==> config.mk <==
export PLATFORM = sky130hd
export DESIGN_NAME = dht_scheduler
export DESIGN_NICKNAME = d
export VERILOG_FILES = /design/src/rtl/dht_pkg.sv /design/src/rtl/dht_scheduler_holdoff_timer.sv /design/src/rtl/dht_scheduler.sv
export SDC_FILE = /design/constraint.sdc
export NUM_CORES = 1
export LEC_CHECK = 0
export ABC_CLOCK_PERIOD_IN_PS = 3800
export BUFFER_PORTS_ARGS = -buffer_cell sky130_fd_sc_hd__buf_4
export CAP_MARGIN = 30
export CORE_MARGIN = 1
export CORE_UTILIZATION = 51
export CTS_CLUSTER_DIAMETER = 60
export DETAILED_ROUTE_END_ITERATION = 7
export PLACE_DENSITY = 0.81
export SETUP_SLACK_MARGIN = 0.1
export SKIP_CTS_REPAIR_TIMING = 1
export SYNTH_ARGS = -nofsm -noshare
export SYNTH_HDL_FRONTEND = slang
export SYNTH_SLANG_ARGS = --single-unit
==> constraint.sdc <==
create_clock -name i_Clock -period 3.8 [get_ports i_Clock]
set_input_delay 0.38 -clock i_Clock [delete_from_list [all_inputs] [get_ports i_Clock]]
set_output_delay 0.38 -clock i_Clock [all_outputs]
set_load 0.01 [all_outputs]
==> src/rtl/dht_pkg.sv <==
// Shared types, error codes, frame layout and checksum helper for the DHT11 scheduler.
package dht_pkg;

  typedef enum logic [2:0] {
    S_IDLE,
    S_HOLD,
    S_START,
    S_WAIT,
    S_CHECK,
    S_DONE
  } state_e;

  localparam logic [1:0] ERR_NONE     = 2'b00;
  localparam logic [1:0] ERR_TIMEOUT  = 2'b01;
  localparam logic [1:0] ERR_SENSOR   = 2'b10;
  localparam logic [1:0] ERR_CHECKSUM = 2'b11;

  localparam int FIELD_W     = 8;
  localparam int HUM_INT_LSB = 32;
  localparam int HUM_DEC_LSB = 24;
  localparam int TMP_INT_LSB = 16;
  localparam int TMP_DEC_LSB = 8;
  localparam int CSUM_LSB    = 0;

  // Sum of the four data bytes, wrapped to 8 bits, must equal the checksum byte.
  function automatic logic checksum_ok(input logic [39:0] frame);
    logic [7:0] sum;
    sum = frame[HUM_INT_LSB +: FIELD_W] + frame[HUM_DEC_LSB +: FIELD_W]
        + frame[TMP_INT_LSB +: FIELD_W] + frame[TMP_DEC_LSB +: FIELD_W];
    return sum == frame[CSUM_LSB +: FIELD_W];
  endfunction

endpackage

==> src/rtl/dht_scheduler_holdoff_timer.sv <==
// Saturating down-counter: load a value, count to zero and stay there.
module holdoff_timer #(
  parameter int               WIDTH     = 8,
  parameter logic [WIDTH-1:0] RESET_VAL = '0
) (
  input  logic             i_Clock,
  input  logic             i_Reset,
  input  logic             i_Load,
  input  logic [WIDTH-1:0] i_Load_Val,
  output logic             o_Zero
);

  logic [WIDTH-1:0] count_q, count_d;

  // NOTE: default assignment first so every path drives count_d and no latch is inferred.
  always_comb begin
    count_d = count_q;
    if (i_Load) begin
      count_d = i_Load_Val;
    end else if (count_q != '0) begin
      count_d = count_q - 1'b1;
    end
  end

  // NOTE: non-blocking assignment for state so every flop samples pre-edge values.
  always_ff @(posedge i_Clock) begin
    if (i_Reset) begin
      count_q <= RESET_VAL;
    end else begin
      count_q <= count_d;
    end
  end

  assign o_Zero = (count_q == '0);

endmodule

==> src/rtl/dht_scheduler.sv <==
// DHT11 read sequencer: holdoff between reads, response timeout, checksum and retry.
// Optional read cache enabled by defining DHT_CACHE_EN.
module dht_scheduler
  import dht_pkg::*;
#(
  parameter int INTERVAL_CYCLES = 100_000_000,
  parameter int TIMEOUT_CYCLES  = 5_000_000,
  parameter int MAX_RETRY       = 2
) (
  input  logic        i_Clock,
  input  logic        i_Reset,
  input  logic        i_Req,
  output logic        o_Busy,
  output logic        o_Dth_Start,
  input  logic [39:0] i_Dth_Data,
  input  logic        i_Dth_Done,
  input  logic        i_Dth_Error,
  output logic [39:0] o_Data,
  output logic        o_Valid,
  output logic        o_Cached,
  output logic        o_Error,
  output logic [1:0]  o_Err_Code
);

  localparam int HOLD_W = $clog2(INTERVAL_CYCLES + 1);
  localparam int TOUT_W = $clog2(TIMEOUT_CYCLES + 1);
  localparam int ATT_W  = (MAX_RETRY > 0) ? $clog2(MAX_RETRY + 1) : 1;
  localparam logic [HOLD_W-1:0] HOLD_LOAD = HOLD_W'(INTERVAL_CYCLES - 1);
  localparam logic [TOUT_W-1:0] TOUT_LOAD = TOUT_W'(TIMEOUT_CYCLES - 1);

  state_e             state_q, state_d;
  logic               busy_q, busy_d;
  logic               start_q, start_d;
  logic               valid_q, valid_d;
  logic               error_q, error_d;
  logic [1:0]         err_code_q, err_code_d;
  logic [39:0]        data_q, data_d;
  logic [39:0]        raw_q, raw_d;
  logic [ATT_W-1:0]   attempt_q, attempt_d;
  logic               fail;
  logic [1:0]         fail_code;
  logic               hold_zero, tout_zero, timers_load;

  // Holdoff runs independently of the FSM; reset value covers the sensor power-up delay.
  assign timers_load = (state_q == S_START);

  holdoff_timer #(.WIDTH(HOLD_W), .RESET_VAL(HOLD_LOAD)) u_holdoff (
    .i_Clock   (i_Clock),
    .i_Reset   (i_Reset),
    .i_Load    (timers_load),
    .i_Load_Val(HOLD_LOAD),
    .o_Zero    (hold_zero)
  );

  holdoff_timer #(.WIDTH(TOUT_W), .RESET_VAL('0)) u_timeout (
    .i_Clock   (i_Clock),
    .i_Reset   (i_Reset),
    .i_Load    (timers_load),
    .i_Load_Val(TOUT_LOAD),
    .o_Zero    (tout_zero)
  );

`ifdef DHT_CACHE_EN
  logic cached_q, cached_d;
  logic cache_valid_q, cache_valid_d;
`endif

  always_comb begin
    state_d    = state_q;
    busy_d     = busy_q;
    start_d    = 1'b0;
    valid_d    = 1'b0;
    error_d    = 1'b0;
    err_code_d = err_code_q;
    data_d     = data_q;
    raw_d      = raw_q;
    attempt_d  = attempt_q;
    fail       = 1'b0;
    fail_code  = ERR_NONE;
`ifdef DHT_CACHE_EN
    cached_d      = cached_q;
    cache_valid_d = cache_valid_q;
`endif
    unique case (state_q)
      S_IDLE: begin
        if (i_Req) begin
          state_d   = S_HOLD;
          busy_d    = 1'b1;
          attempt_d = '0;
`ifdef DHT_CACHE_EN
          if (!hold_zero && cache_valid_q) begin
            state_d  = S_DONE;
            busy_d   = 1'b0;
            valid_d  = 1'b1;
            cached_d = 1'b1;
          end
`endif
        end
      end
      S_HOLD: begin
        if (hold_zero) begin
          state_d = S_START;
          start_d = 1'b1;
        end
      end
      S_START: state_d = S_WAIT;
      S_WAIT: begin
        if (i_Dth_Error) begin
          fail      = 1'b1;
          fail_code = ERR_SENSOR;
        end else if (i_Dth_Done) begin
          raw_d   = i_Dth_Data;
          state_d = S_CHECK;
        end else if (tout_zero) begin
          fail      = 1'b1;
          fail_code = ERR_TIMEOUT;
        end
      end
      S_CHECK: begin
        if (checksum_ok(raw_q)) begin
          data_d     = raw_q;
          err_code_d = ERR_NONE;
          state_d    = S_DONE;
          busy_d     = 1'b0;
          valid_d    = 1'b1;
`ifdef DHT_CACHE_EN
          cached_d      = 1'b0;
          cache_valid_d = 1'b1;
`endif
        end else begin
          fail      = 1'b1;
          fail_code = ERR_CHECKSUM;
        end
      end
      S_DONE:  state_d = S_IDLE;
      default: state_d = S_IDLE;
    endcase

    if (fail) begin
      err_code_d = fail_code;
      if (attempt_q < ATT_W'(MAX_RETRY)) begin
        attempt_d = attempt_q + 1'b1;
        state_d   = S_HOLD;
      end else begin
        state_d = S_DONE;
        busy_d  = 1'b0;
        error_d = 1'b1;
      end
    end
  end

  always_ff @(posedge i_Clock) begin
    if (i_Reset) begin
      state_q    <= S_IDLE;
      busy_q     <= 1'b0;
      start_q    <= 1'b0;
      valid_q    <= 1'b0;
      error_q    <= 1'b0;
      err_code_q <= ERR_NONE;
      data_q     <= '0;
      attempt_q  <= '0;
`ifdef DHT_CACHE_EN
      cached_q      <= 1'b0;
      cache_valid_q <= 1'b0;
`endif
    end else begin
      state_q    <= state_d;
      busy_q     <= busy_d;
      start_q    <= start_d;
      valid_q    <= valid_d;
      error_q    <= error_d;
      err_code_q <= err_code_d;
      data_q     <= data_d;
      attempt_q  <= attempt_d;
`ifdef DHT_CACHE_EN
      cached_q      <= cached_d;
      cache_valid_q <= cache_valid_d;
`endif
    end
  end

  // NOTE: the raw capture register is only read after a fresh capture, so it needs no reset.
  always_ff @(posedge i_Clock) begin
    raw_q <= raw_d;
  end

  assign o_Busy      = busy_q;
  assign o_Dth_Start = start_q;
  assign o_Valid     = valid_q;
  assign o_Error     = error_q;
  assign o_Err_Code  = err_code_q;
  assign o_Data      = data_q;
`ifdef DHT_CACHE_EN
  assign o_Cached    = cached_q;
`else
  assign o_Cached    = 1'b0;
`endif

endmodule

; After elaboration in Yosys (flattened, before gate mapping)
; Index checks and enable logic that the tools add are counted.
[totals]
reg_bits = 141
output_inout_bits = 47
[classes]
addsub = 6
order_cmp = 1
eq_ne = 10
n_mux = 35
n_bitwise = 4
n_reduce_logical = 16
[ops]
columns = operator, count
row1 = $mux 23, 2
row2 = $logic_not 27->1, 1
row3 = $reduce_bool 27->1, 1
row4 = $sub 27x1->27 const B, 1
row5 = $add 8x8->8, 3
row6 = $logic_not 23->1, 1
row7 = $reduce_bool 23->1, 1
row8 = $sub 23x1->23 const B, 1
row9 = $mux 3, 7
row10 = $mux 2, 9
row11 = $ne 3x3->1 const B, 5
row12 = $pmux 3 s5, 1
row13 = $mux 1, 13
row14 = $eq 8x8->1, 1
row15 = $reduce_or 2->1, 4
row16 = $eq 3x2->1 const B, 2
row17 = $reduce_bool 2->1, 3
row18 = $reduce_and 5->1, 1
row19 = $not 1->1, 4
row20 = $pmux 1 s2, 2
row21 = $pmux 2 s2, 1
row22 = $reduce_and 2->1, 2
row23 = $eq 3x1->1 const B, 1
row24 = $eq 3x3->1 const B, 1
row25 = other kinds (4), 4

; Longest topological paths before layout
[depth]
ltp_word = 8
depth_mapped = 14

; Hierarchy
; Synthesis repeated with hierarchy kept, for this count alone.
[unflattened]
hier_cells = 710
area_unflattened_um2 = 7231.9
[modules_own_cells]
columns = module, instances, cells_per_inst, area_per_inst_um2
row1 = dht_scheduler, 1, 365, 4414.2
row2 = holdoff_timer (u_holdoff), 1, 189, 1526.5
row3 = holdoff_timer (u_timeout), 1, 156, 1291.2

; Worst setup path after synthesis
; OpenSTA, ideal clock, no wires.
[synth_timing]
path_type = reg2reg
start = register raw_q[9]
end = register data_q[39] (netlist: o_Data[39])
setup_time_ns = 0.128
t_arrival_ns = 3.684
required_time_ns = 3.672
path_slack_ns = -0.012
stages_incl_launch_ff = 15
n_path_buf = 1
period_less_slack_ns = 3.812
cell_sequence = edfxtp_1 -> fa_1 -> inv_1 -> fa_1 -> inv_1 -> ha_1 -> fa_1 -> xnor2_1 -> xnor2_1 -> nor4_1 -> o2111ai_2 -> nor3_4 -> buf_6 -> mux2i_1 -> nor2_1
[synth_between]
elab_chain_len = 3
[synth_lines]
columns = item, line
row1 = "start, declared", dht_scheduler.sv:38  ; logic [39:0] raw_q, raw_d;
row2 = "start signal, assigned", dht_scheduler.sv:184  ; raw_q <= raw_d;
row3 = $add 8x8->8, dht_pkg.sv:29  ; + frame[TMP_INT_LSB +: FIELD_W] + frame[TMP_DEC_LSB +: FIELD_W];
row4 = $eq 8x8->1, dht_pkg.sv:30  ; return sum == frame[CSUM_LSB +: FIELD_W];
row5 = $reduce_and 2->1 (no source line), -
row6 = "end signal, assigned", dht_scheduler.sv:173  ; data_q <= data_d;
row7 = "end, declared", dht_scheduler.sv:37  ; logic [39:0] data_q, data_d;
; No other way between the ends.
; A chain may end at the register's enable or synchronous reset.

; Worst setup path in the final report
[layout_timing]
start = register raw_q[25]
end = register data_q[24] (netlist: o_Data[24])
[layout_between]
elab_chain_len = 5
[layout_lines]
columns = item, line
row1 = $add 8x8->8, dht_pkg.sv:28  ; sum = frame[HUM_INT_LSB +: FIELD_W] + frame[HUM_DEC_LSB +: FIELD_W]
row2 = $add 8x8->8 (2 in a row), dht_pkg.sv:29
row3 = $eq 8x8->1, dht_pkg.sv:30
row4 = $reduce_and 2->1 (no source line), -
; No other way between the ends.

==> results.ini <==
[detailed_routing]
drc=0
route.vias.total=4402
drtIter0Drc=149
routed_wl_um=13400
wire_per_inst_um=16.7
vias_per_cell=5.48
ant_nets=0
first_pass_iters=4

[critical_path]
arrival_ns=4.28
startpoint_type=register
crit_type=reg2reg
slowest_delay_ns=0.56
reg2reg_setup_slack_ns=-0.21
path_buf_inv=4
crit_family=adder cells
worst-endpoint-required_ns=4.07
crit_chain=fa_1, inv_1, fa_1, inv_2, ha_4, fa_2, xnor2_2, xnor2_1, nor4_2, o2111ai_4, nor3_4, buf_4, clkbuf_16, mux2i_1, nor2_1
crit_fanout=8
slowest_stage=fa_1
cpMostUsedCell=fa_1
end_kind=register

[yosys]
synth_area_um2=6060
synth-warning-count=0
synth-compound-area-share=0.0572
yosys.area_share.simple=0.166
synth_edf_count=40
yosysSeqAreaShare=0.532
syn_inst=546
ys_seq_elements=141
ys_types=52
synth_area_per_cell_um2=11.1
synth-xor-area-share=0.0826
synth_top_family_by_area=simple AND/OR/NAND/NOR gates
async_flop_share=0
synth_mux_area_frac=0.0661
ys.flop_type=dfxtp_1
syn_nets=614
synthAdderAreaFrac=0.0649

[power]
p_per_area_nw_per_um2=579
pwr-share-clk=0.436
seq_power_share=0.396
p_leak_nw=3.01
swShare=0.258
p_int_mw=3.31
p_switching_mw=1.15
ir_drop_mv=0.344
combPwrFrac=0.168

[timing]
clock.fmax_mhz=249
setup_ws_ns=-0.213
hold_viol_final=0
grt_setup_unrepaired=true
worst_slew_pin_slew_ns=0.950
skew_ns=0.00814
slew_headroom=0.366
hold_ws_ns=0.130
final.period_utilization=1.06
setup-violations-final=47
fin_crit_ns=4.01
report.final.slew_viol_count=0

[outcome]
status=finished with violations
violations=negative setup slack

[global_route]
grt_overflow_total=0
grt_max_degree=65
first_global_vias=4361
antenna_found_initial=0
grtUsageTotal=0.208
grt_pass1_wl_um=20000

[floorplanning]
initial_core_util=0.526
die_y_um=111
row_count=39
die_x_um=111
core_area_um2=11500
design.die.area_um2=12300
io_pins=92

[finish]
layout.nets=715
regArea_um2=3220
final_cell_mix=dfxtp_1 (101), buf_4 (97), nor2_1 (80), edfxtp_1 (40), mux2i_1 (39)
multiInputGateArea_um2=2720
syn2layout_area_growth_pct=27.4
finalInstanceArea_um2=7710
antenna_cells=0
drive_gt1_frac=0.244
layout_commonest_cell=dfxtp_1
fillCellCount=809
final_cells=803

[clock_tree]
cts_tree=yes
cts_inserted_buffers=17
clk-insertion-delay-late_ns=0.42
htreeDepth=4
clockBufferDepth=2
ctsRootBufferMaster=clkbuf_16
clk_pin_slew_ns=0.06
cts_sinks=141

[place]
place_ws_ns=-0.0824
gp_congestion=0.764
place.detailed.hpwl_um=8490
dp_cells=762
place_area_um2=6840
port_buffers=90

[job]
drv_cap=0

[worst_hold_path]
hold_path.class=in2reg

[worst paths after layout]
| kind | start | endpoint | cells past startpoint |
|---|---|---|---|
| setup reg to reg | raw_q[25] | o_Data[24] | 15 |
| hold / removal | i_Dth_Data[37] | raw_q[37] | 1 |
| hold reg to reg | u_holdoff.count_q[26] | u_holdoff.count_q[26] | 2 |
| setup / recovery | raw_q[25] | o_Data[24] | 15 |
[final cells by class]
type | instances | share of cell area
Clock buffer | 20 | 0.0592
Clock inverter | 12 | 0.0308
Inverter | 19 | 0.00924
Multi-Input combinational cell | 365 | 0.352
Sequential cell | 141 | 0.418
Tap cell | 143 | 0.0232
Timing Repair Buffer | 103 | 0.108
[power groups by stage]
| stage | sequential, mW | clock [mW] | combinational (mW) |
|---|---|---|---|
| 6_report | 1.77 | 1.95 | 0.751 |
| 5_1_grt | 1.78 | 2.03 | 0.825 |
| 4_1_cts | 1.77 | 1.96 | 0.747 |
| 3_5_place_dp | 1.80 | 0 | 0.729 |
| 3_3_place_gp | 1.79 | 0 | 0.685 |
| 2_1_floorplan | 1.77 | 0 | 0.580 |
[stage by stage]
step / utilization / power (mW) / setup TNS, ns
2_1_floorplan: - / 2.35 / 0
3_3_place_gp: 0.594 / 2.47 / 0
3_5_place_dp: 0.594 / 2.52 / -1.08
4_1_cts: 0.654 / 4.47 / -3.63
5_1_grt: 0.670 / 4.63 / -12.10
6_report: 0.670 / 4.47 / -6.19
[state kept, by name, summed over array words and instances, names as in the netlist]
signal	count
attempt_q	2
raw_q	40
o_Err_Code	2
o_Error	1
u_timeout.count_q	23
o_Dth_Start	1
o_Valid	1
state_q	3
o_Busy	1
o_Data	40
u_holdoff.count_q	27
[routing by layer]
layer / wire, um / up-vias / GRT usage
met2: 6820 / 120 / 0.366
met1: 5590 / 2144 / 0.232
met5: 0 / - / 0
met4: 330 / 0 / 0.0959
li1: - / 2106 / -
met3: 677 / 32 / 0.0618
[cells by family after synthesis]
logic type                 Yosys count
AOI/OAI and AO/OA                   54
xor gates and xnor gates            54
and+or+nand+nor                    193
adders and majority gates           23
other                                1
buffers and inverters               40
muxes                               40
DFF                                141
[Yosys cell counts (3+ instances only)]
library cell | instances | area [um2]
dfxtp_1 | 101 | 2020
nor2_1 | 80 | 300
edfxtp_1 | 40 | 1200
mux2i_1 | 40 | 400
xnor2_1 | 33 | 289
nand2_1 | 31 | 116
a21oi_1 | 26 | 130
inv_1 | 19 | 71.3
xor2_1 | 19 | 166
nor3_1 | 16 | 80.1
clkbuf_1 | 14 | 52.6
fa_1 | 14 | 280
nor4_1 | 12 | 75.1
ha_1 | 9 | 113
nand3_1 | 9 | 45.0
o21ai_0 | 8 | 40.0
nand4_1 | 6 | 37.5
or3_1 | 5 | 31.3
buf_6 | 4 | 45.0
o31ai_1 | 4 | 30.0
and2_1 | 3 | 18.8
and3_1 | 3 | 18.8
nand2b_1 | 3 | 18.8
nand3b_1 | 3 | 22.5
nor3b_1 | 3 | 22.5
nor4_4 | 3 | 63.8
or4_4 | 3 | 33.8
Note: power is estimated with default switching activity, not from simulation.
